[config.mk]
export PLATFORM = sky130hd
export DESIGN_NAME = mem_port_ctrl
export DESIGN_NICKNAME = d
export VERILOG_FILES = /design/src/rtl/mem_port_ctrl.sv
export SDC_FILE = /design/constraint.sdc
export NUM_CORES = 1
export LEC_CHECK = 0
export ABC_AREA = 1
export CAP_MARGIN = 20
export CORE_MARGIN = 1.5
export CORE_UTILIZATION = 49
export DETAILED_ROUTE_END_ITERATION = 10
export HOLD_SLACK_MARGIN = 0.05
export PLACE_DENSITY = 0.81
export SLEW_MARGIN = 30
export SYNTH_ARGS = -nofsm -noshare
export SYNTH_HDL_FRONTEND = slang
export SYNTH_SLANG_ARGS = --single-unit
[constraint.sdc]
create_clock -name clk -period 2.95 [get_ports clk]
set_input_delay 0.295 -clock clk [delete_from_list [all_inputs] [get_ports clk]]
set_output_delay 0.295 -clock clk [all_outputs]
set_load 0.01 [all_outputs]
[src/rtl/mem_port_ctrl.sv]
// mem_port_ctrl: sequencer and arbiter for the single byte-wide RAM port shared by
// instruction fetch (IF) and the load/store stage (MEM).
//
// Each word/halfword/byte request is turned into consecutive byte cycles on the RAM.
// Read data is assembled little-endian and returned with a one-cycle done pulse.
// MEM has priority over IF. In a cycle where a done pulse is showing, no new request
// is accepted, so a requester that still holds req through its done cycle is not
// serviced twice.
//
// Ports:
//   clk, rst                 clock (rising edge), asynchronous active-low reset
//   if_req/if_addr/if_flush  IF 32-bit read request; flush aborts an IF read in flight
//   if_done/if_data          IF completion pulse and fetched word (registered)
//   mem_req/mem_we/mem_width/mem_addr/mem_wdata   MEM load/store request
//   mem_done/mem_rdata       MEM completion pulse and zero-extended load data (registered)
//   ram_a/ram_wr/ram_dout    RAM address, write strobe, write byte (decoded from state)
//   ram_din                  RAM read byte, valid one cycle after its address
//
// Optional build macro MEMCTRL_STAT_EN adds stat_conflict, a wrapping count of cycles
// in which IF is requesting while the port is busy with, or granted to, MEM.
module mem_port_ctrl #(
    parameter int unsigned RAM_AW = 17
) (
    input  logic              clk,
    input  logic              rst,
    input  logic              if_req,
    input  logic [31:0]       if_addr,
    input  logic              if_flush,
    output logic              if_done,
    output logic [31:0]       if_data,
    input  logic              mem_req,
    input  logic              mem_we,
    input  logic [1:0]        mem_width,
    input  logic [31:0]       mem_addr,
    input  logic [31:0]       mem_wdata,
    output logic              mem_done,
    output logic [31:0]       mem_rdata,
`ifdef MEMCTRL_STAT_EN
    output logic [31:0]       stat_conflict,
`endif
    output logic [RAM_AW-1:0] ram_a,
    output logic              ram_wr,
    output logic [7:0]        ram_dout,
    input  logic [7:0]        ram_din
);

    localparam int unsigned DW    = 32;
    localparam int unsigned BW    = 8;
    localparam int unsigned CNT_W = 3;

    localparam logic OWN_IF  = 1'b0;
    localparam logic OWN_MEM = 1'b1;

    typedef enum logic [1:0] {
        ST_IDLE  = 2'd0,
        ST_READ  = 2'd1,
        ST_WRITE = 2'd2
    } state_e;

    state_e             state_q, state_d;
    logic [CNT_W-1:0]   cnt_q, cnt_d;
    logic [CNT_W-1:0]   n_q, n_d;
    logic [RAM_AW-1:0]  addr_q, addr_d;
    logic [DW-1:0]      wdata_q, wdata_d;
    logic [DW-1:0]      rbuf_q, rbuf_d;
    logic               owner_q, owner_d;
    logic               if_done_q, if_done_d;
    logic               mem_done_q, mem_done_d;
    logic [DW-1:0]      if_data_q, if_data_d;
    logic [DW-1:0]      mem_rdata_q, mem_rdata_d;

    logic               done_blk_c;
    logic [1:0]         lane_c;
    logic [DW-1:0]      asm_c;
    logic               unused_addr_c;

    // Upper request address bits lie outside the RAM and are dropped.
    assign unused_addr_c = ^{if_addr[31:RAM_AW], mem_addr[31:RAM_AW]};

    // Byte count of a MEM access.
    function automatic logic [CNT_W-1:0] width_bytes(input logic [1:0] w);
        case (w)
            2'b00:   return CNT_W'(1);
            2'b01:   return CNT_W'(2);
            default: return CNT_W'(4);
        endcase
    endfunction

    // State and datapath registers.
    always_ff @(posedge clk or negedge rst) begin
        if (!rst) begin
            state_q     <= ST_IDLE;
            cnt_q       <= '0;
            n_q         <= '0;
            addr_q      <= '0;
            wdata_q     <= '0;
            rbuf_q      <= '0;
            owner_q     <= OWN_IF;
            if_done_q   <= 1'b0;
            mem_done_q  <= 1'b0;
            if_data_q   <= '0;
            mem_rdata_q <= '0;
        end else begin
            state_q     <= state_d;
            cnt_q       <= cnt_d;
            n_q         <= n_d;
            addr_q      <= addr_d;
            wdata_q     <= wdata_d;
            rbuf_q      <= rbuf_d;
            owner_q     <= owner_d;
            if_done_q   <= if_done_d;
            mem_done_q  <= mem_done_d;
            if_data_q   <= if_data_d;
            mem_rdata_q <= mem_rdata_d;
        end
    end

    // Byte at cnt-1 arrives now; lanes not yet written in rbuf are still zero.
    always_comb begin
        lane_c = 2'(cnt_q - CNT_W'(1));
        asm_c  = rbuf_q | (DW'(ram_din) << {lane_c, 3'b000});
    end

    // Next-state, request latching and completion.
    always_comb begin
        state_d     = state_q;
        cnt_d       = cnt_q;
        n_d         = n_q;
        addr_d      = addr_q;
        wdata_d     = wdata_q;
        rbuf_d      = rbuf_q;
        owner_d     = owner_q;
        if_done_d   = 1'b0;
        mem_done_d  = 1'b0;
        if_data_d   = if_data_q;
        mem_rdata_d = mem_rdata_q;
        done_blk_c  = if_done_q | mem_done_q;

        case (state_q)
            ST_IDLE: begin
                if (!done_blk_c) begin
                    if (mem_req) begin
                        owner_d = OWN_MEM;
                        addr_d  = mem_addr[RAM_AW-1:0];
                        n_d     = width_bytes(mem_width);
                        wdata_d = mem_wdata;
                        rbuf_d  = '0;
                        cnt_d   = '0;
                        state_d = mem_we ? ST_WRITE : ST_READ;
                    end else if (if_req && !if_flush) begin
                        owner_d = OWN_IF;
                        addr_d  = if_addr[RAM_AW-1:0];
                        n_d     = CNT_W'(4);
                        rbuf_d  = '0;
                        cnt_d   = '0;
                        state_d = ST_READ;
                    end
                end
            end

            ST_READ: begin
                if (owner_q == OWN_IF && if_flush) begin
                    // Branch flush: drop the fetch without a done pulse.
                    state_d = ST_IDLE;
                    cnt_d   = '0;
                end else begin
                    if (cnt_q != '0) begin
                        rbuf_d = asm_c;
                    end
                    if (cnt_q == n_q) begin
                        state_d = ST_IDLE;
                        cnt_d   = '0;
                        if (owner_q == OWN_MEM) begin
                            mem_done_d  = 1'b1;
                            mem_rdata_d = asm_c;
                        end else begin
                            if_done_d = 1'b1;
                            if_data_d = asm_c;
                        end
                    end else begin
                        cnt_d = cnt_q + CNT_W'(1);
                    end
                end
            end

            ST_WRITE: begin
                if (cnt_q == n_q - CNT_W'(1)) begin
                    state_d    = ST_IDLE;
                    cnt_d      = '0;
                    mem_done_d = 1'b1;
                end else begin
                    cnt_d = cnt_q + CNT_W'(1);
                end
            end

            default: begin
                state_d = ST_IDLE;
                cnt_d   = '0;
            end
        endcase
    end

    // RAM strobes decode from state so reset drops ram_wr without a clock edge.
    always_comb begin
        ram_a    = '0;
        ram_wr   = 1'b0;
        ram_dout = '0;
        case (state_q)
            ST_READ: begin
                if (cnt_q < n_q) begin
                    ram_a = addr_q + RAM_AW'(cnt_q);
                end
            end
            ST_WRITE: begin
                ram_a    = addr_q + RAM_AW'(cnt_q);
                ram_wr   = 1'b1;
                ram_dout = BW'(wdata_q >> {cnt_q[1:0], 3'b000});
            end
            default: begin
                ram_a = '0;
            end
        endcase
    end

    assign if_done   = if_done_q;
    assign if_data   = if_data_q;
    assign mem_done  = mem_done_q;
    assign mem_rdata = mem_rdata_q;

`ifdef MEMCTRL_STAT_EN
    logic [31:0] stat_q, stat_d;
    logic        mem_owns_c;

    // IF stalled behind MEM: MEM owns an access in flight or is granted this edge.
    always_comb begin
        mem_owns_c = 1'b0;
        stat_d     = stat_q;
        if (state_q == ST_IDLE) begin
            mem_owns_c = mem_req & ~if_done_q & ~mem_done_q;
        end else begin
            mem_owns_c = (owner_q == OWN_MEM);
        end
        if (if_req && mem_owns_c) begin
            stat_d = stat_q + 32'd1;
        end
    end

    always_ff @(posedge clk or negedge rst) begin
        if (!rst) begin
            stat_q <= '0;
        end else begin
            stat_q <= stat_d;
        end
    end

    assign stat_conflict = stat_q;
`endif

endmodule

==> results of run 1 <==
final cells by class:
type,count,area [sq um]
Inverter,82,317
Timing Repair Buffer,188,1880
Clock buffer,22,474
Tap cell,188,235
Sequential cell,156,3910
Clock inverter,9,114
Multi-Input combinational cell,661,3080
Fill cell,1276,5080
power by group through the flow:
stage / Sequential, W / Combinational (W) / Clock (W)
5_1_grt: 0.00359 / 0.00460 / 0.00231
6_report: 0.00348 / 0.00411 / 0.00219
3_3_place_gp: 0.00347 / 0.00396 / 0
4_1_cts: 0.00348 / 0.00411 / 0.00221
3_5_place_dp: 0.00349 / 0.00405 / 0
2_1_floorplan: 0.00355 / 0.00240 / 0
worst max-delay path, delay by kind of cell, from the launching register on:
kind	cells	cell delay (ps)
and+or+nand+nor	4	390
AOI/OAI and AO/OA	1	120
buffers and inverters	1	550
adders and majority gates	2	630
DFF	1	420
placed cells by master (no fill, tap or decap), drive strengths merged, types with 12 or more instances in the layout:
| master | synthesis | layout |
|---|---|---|
| nand2 | 308 | 308 |
| clkdlybuf4s50 | 0 | 163 |
| dfrtp | 156 | 156 |
| o21ai | 104 | 104 |
| nor2 | 100 | 100 |
| nand3 | 81 | 81 |
| inv | 79 | 79 |
| clkbuf | 12 | 22 |
| o31ai | 17 | 17 |
| buf | 36 | 16 |
| a21oi | 14 | 14 |
| ha | 12 | 12 |
kinds of logic after synthesis:
family                     share of synthesized area (%)
adders and majority gates                           2.26
buffers and inverters                               7.92
DFF                                                 51.8
and+or+nand+nor                                     27.6
xor gates and xnor gates                           0.465
AOI/OAI and AO/OA                                   10.0
flip-flops by register name, summed over array words and instances (netlist names), 2 cells and up:
signal	flops
wdata_q	32
mem_rdata	32
n_q	3
cnt_q	3
if_data	32
state_q	2
rbuf_q	32
addr_q	17
layer usage:
layer	global-route usage, %	vias to the layer above	part of all wire [%]
li1	-	3345	-
met1	34.1	3322	43
met2	42.6	266	49
met3	4.15	42	5.7
met4	9.43	0	2.6
met5	0	-	0
what timing repair did:
action	4_1_cts	5_1_grt
setup endpoints to repair	8	14
hold buffers	1	0
hold endpoints to repair	71	0
gates resized for setup	6	19
stage by stage:
stage / setup WS, ps / setup TNS, ps / hold WS [ps]
after floorplan: 743 / 0 / -0.591
after global placement: 341 / 0 / 349
after detailed placement: 268 / 0 / 359
after CTS: -16.2 / -16.2 / 295
after global routing: 1.39 / 0 / 326
final: 119 / 0 / 296
worst paths after layout:
check	startpoint	end	slack [ps]	cells past startpoint
setup / recovery	cnt_q[0]	ram_a[6]	120	8
max in group asynchronous	rst	if_data[9]	1710	3
setup reg to reg	cnt_q[0]	rbuf_q[3]	600	8
hold reg to reg	wdata_q[12]	wdata_q[12]	470	2
min in group asynchronous	rst	mem_rdata[21]	460	2
hold / removal	mem_req	addr_q[1]	300	4
==> results.yml, run 1 <==
global_route:
  grt_usage_pct: 25.6
  grt_max_degree: 75
  grt_pass1_vias: 6892
  antenna_found_initial: 0
  grt_first_pass_wirelength_microns: 33000
  grt.overflow.total: 0
cells_and_area:
  area_growth_pct: 32.8
  nets: 1231
  postLayoutCoreUtil_pct: 66.3
  design_area_sq_um: 10000
  drive_above_1_share_pct: 6.98
  diodes: 0
  fin_cells: 1306
clock_tree:
  h-tree-depth: 4
  cts_tree: "done"
  cts.path.max_buffers: 2
  clk_pin_slew_ps: 60
  clock_latency_ps: 430
  clockRootBuffer: "clkbuf_16"
  cts_setup_buffers: 0
  numCtsBuffers: 17
  cts.sinks: 156
route:
  postRouteAntennaNets: 0
  drtPass1Iterations: 5
  drc: 0
  postRouteWirelength_microns: 19700
  drtIter0Drc: 579
  viasPerCell: 5.34
  wl_per_cell_microns: 15.1
  vias: 6975
power:
  power.density_nw_per_um2: 977
  pwr-share-comb_pct: 42.0
  fin_total_pwr_w: 0.00978
  peakVddDrop_v: 0.000584
  p_leak_nw: 4.83
  internal_power_w: 0.00596
  p_sw_w: 0.00383
  sw_frac_of_total_pct: 39.1
  power_frac_seq_pct: 35.6
  p_clk_share_pct: 22.4
logic_synthesis:
  yosys.area.top_type: "dfrtp_1"
  synth_edf_count: 0
  syn-cell-area_sq_um: 7540
  avgSynthCellArea_sq_um: 7.96
  synth_most_common_cell: "nand2_1"
  synthArstFlopShare_pct: 100
  syn_nets: 1072
  ys_ff_latch: 156
  seq_area_frac_synth_pct: 51.8
  synthCells: 947
  synth_common_cells: "nand2_1 (302), dfrtp_1 (156), nor2_1 (98), nand3_1 (80), inv_1 (71)"
  synth_flop_cell: "dfrtp_1"
  synthDominantCellAreaShare_pct: 51.8
  ys_warn_count: 0
  yosysUniqueCellTypes: 35
  netlist_top_cells_area: "dfrtp_1 (52%), nand2_1 (15%), nand3_1 (5.3%)"
sta:
  fin_crit_sh_pct: 96.0
  relSlewSlack_pct: 49.8
  worstMarginPinSlew_ps: 752
  finalClockSkew_ps: 9.37
  max_freq_mhz: 353
  setup_violations: 0
  hold_viol_final: 0
  rsz0062_at_grt: "no"
  drv_slew: 0
  fin_crit_ps: 2830
run_status:
  status: "finished, final reports clean"
die:
  core_area_sq_um: 15100
  die_x_microns: 127
  die_y_microns: 127
  ios: 204
  dieArea_sq_um: 16100
  initial_core_util_pct: 50.0
  rows: 45
critical_path:
  max_stage_delay_ps: 550
  critPathKind: "reg2out"
  required_ps: 2650
  cp_slowest_cell: "clkdlybuf4s50_1"
  worstSetupEndpointType: "output pin"
  cp_max_fo: 3
  cp_data_arrival_time_ps: 2540
  crit_top_cell: "nand2_1"
  cp_cell_sequence: "ha_1 -> fa_1 -> nand2_1 -> nand2_1 -> nand2_1 -> nand2_1 -> a21oi_1 -> clkdlybuf4s50_1"
  startpoint_type: "register"
place:
  gp_congestion: 0.834
  placedInstanceArea_sq_um: 9340
  hpwl_microns: 13200
  place_inst: 1274
  port_buffers: 173
run:
  maxCapViolCount: 0
hold_path:
  hold_class: "in2reg"
Note: power is estimated with default switching activity, not from simulation.
==> run 2: changes to the inputs <==
Settings changed: CORE_UTILIZATION 49 to 51, PLACE_DENSITY 0.81 to 0.84.
Clock period 2.95 ns to 3.4 ns, I/O delays scaled along.
==> results.yml, run 2 (synthesis gave the netlist of run 1 again) <==
cells_and_area:
  fin_cells: 1300
  n_fill_cell: 1182
  nets: 1228
  layout_common_cells: "nand2_1 (301), clkdlybuf4s50_1 (171), dfrtp_1 (156)"
  area_growth_pct: 31.9
  drive_above_1_share_pct: 5.91
  diodes: 0
  final_common_cell: "nand2_1"
critical_path:
  startpoint_type: "register"
  cp_max_fo: 7
  cp_data_arrival_time_ps: 2830
  worstSetupEndpointType: "output pin"
  critPathKind: "reg2out"
  critical_path_buf_inv_count: 2
  cp_slowest_cell: "clkdlybuf4s50_1"
  cp_cell_sequence: "ha_1 -> nand2_1 -> nand2_1 -> nand2_1 -> nor2_1 -> inv_1 -> nor2_1 -> a21oi_1 -> nor2_1 -> clkdlybuf4s50_1"
  cp_top_family: "simple AND/OR/NAND/NOR gates"
  max_stage_delay_ps: 550
  required_ps: 3060
clock_tree:
  cts.path.max_buffers: 2
  numCtsBuffers: 17
  cts.sinks: 156
  clock_latency_ps: 420
  h-tree-depth: 4
  cts_tree: "done"
  cts_setup_buffers: 0
  clockRootBuffer: "clkbuf_16"
  clk_pin_slew_ps: 60
power:
  power.density_nw_per_um2: 856
  peakVddDrop_v: 0.000422
  p_leak_nw: 4.70
sta:
  fin_crit_ps: 3170
  fin_crit_sh_pct: 93.2
  worstMarginPinSlew_ps: 761
  drv_slew: 0
  finalClockSkew_ps: 7.25
  hold_viol_final: 0
  fin_setup_tns_ps: 0
  max_freq_mhz: 316
  relSlewSlack_pct: 49.3
  setup_violations: 0
  rsz0062_at_grt: "no"
run:
  maxCapViolCount: 0
die:
  die_y_microns: 125
  ios: 204
  rows: 44
  die_x_microns: 125
  dieArea_sq_um: 15500
  core_area_sq_um: 14500
  initial_core_util_pct: 52.1
route:
  drc: 0
  postRouteWirelength_microns: 18900
  drtIter0Drc: 413
  postRouteAntennaNets: 0
  viasPerCell: 5.24
  drtPass1Iterations: 5
  vias: 6815
  wl_per_cell_microns: 14.5
global_route:
  antenna_found_initial: 0
  grt.overflow.total: 0
  grt_max_degree: 85
  grt_pass1_vias: 6627
  grt_usage_pct: 25.3
  grt_first_pass_wirelength_microns: 31700
place:
  port_buffers: 173
  hpwl_microns: 13000
  place_inst: 1267
  gp_congestion: 0.856
run_status:
  status: "finished, final reports clean"
hold_path:
  hold_class: "in2reg"
-- run 2: path summary, 6_finish.rpt --
check                              end  depth (start not counted)  slack [ps]        start
hold reg to reg            wdata_q[12]                          2         470  wdata_q[12]
setup / recovery             ram_a[16]                         10         230     cnt_q[2]
min in group asynchronous  if_data[20]                          2         530          rst
max in group asynchronous  wdata_q[25]                          3        2000          rst
setup reg to reg             rbuf_q[7]                          7         840     cnt_q[1]
hold / removal               addr_q[2]                          4         340      mem_req
-- run 2: through the flow --
stage	setup slack [ps]	util [%]	power, W	hold slack [ps]	area [sq um]
floorplan	1190	-	0.00516	44.4	7540
global placement	661	64.3	0.00641	436	9310
detailed placement	641	64.3	0.00652	441	9310
CTS	168	68.6	0.00854	337	9940
global route	23.9	68.7	0.00912	355	9940
finish	231	68.7	0.00851	338	9940
-- run 2: repair_timing --
item | CTS | global route
hold buffers | 1 | 0
endpoints found under the setup margin | 0 | 6
resized for setup | 0 | 1
hold endpoints to repair | 83 | 0
-- run 2: final cells by class --
type / count / area, sq um / area share (%)
inverter: 82 / 313 / 3.15
multi-input combinational: 661 / 3040 / 30.6
clock buffer: 18 / 429 / 4.32
sequential: 156 / 3900 / 39.3
timing repair buffer: 185 / 1830 / 18.4
clock inverter: 14 / 193 / 1.94
tap: 184 / 230 / 2.32
-- run 2: where the power goes --
group	switching, W	internal [W]
Clock	0.000762	0.00123
Combinational	0.00207	0.00144
Sequential	0.000436	0.00257
Total	0.00326	0.00524
-- run 2: worst reg2reg max path: cells and delay by family, from the launching register on --
kind                       cells  cell delay, ps
AOI/OAI and AO/OA              2             610
adders and majority gates      1             440
buffers and inverters          3             780
DFF                            1             510
and+or+nand+nor                1             130
-- run 2: metal layers --
layer	global-route usage, %	vias up	share of wire (%)
met2	42.6	234	50
met4	7.71	0	2.1
met1	32.8	3202	42
li1	-	3348	-
met3	5.63	31	5.6
met5	0	-	0
==> run 3: changes to the inputs <==
Settings changed: TNS_END_PERCENT set to 1.
==> results of run 3 <==
Same layout as run 2: the final DEF is identical, and so are final timing and power.
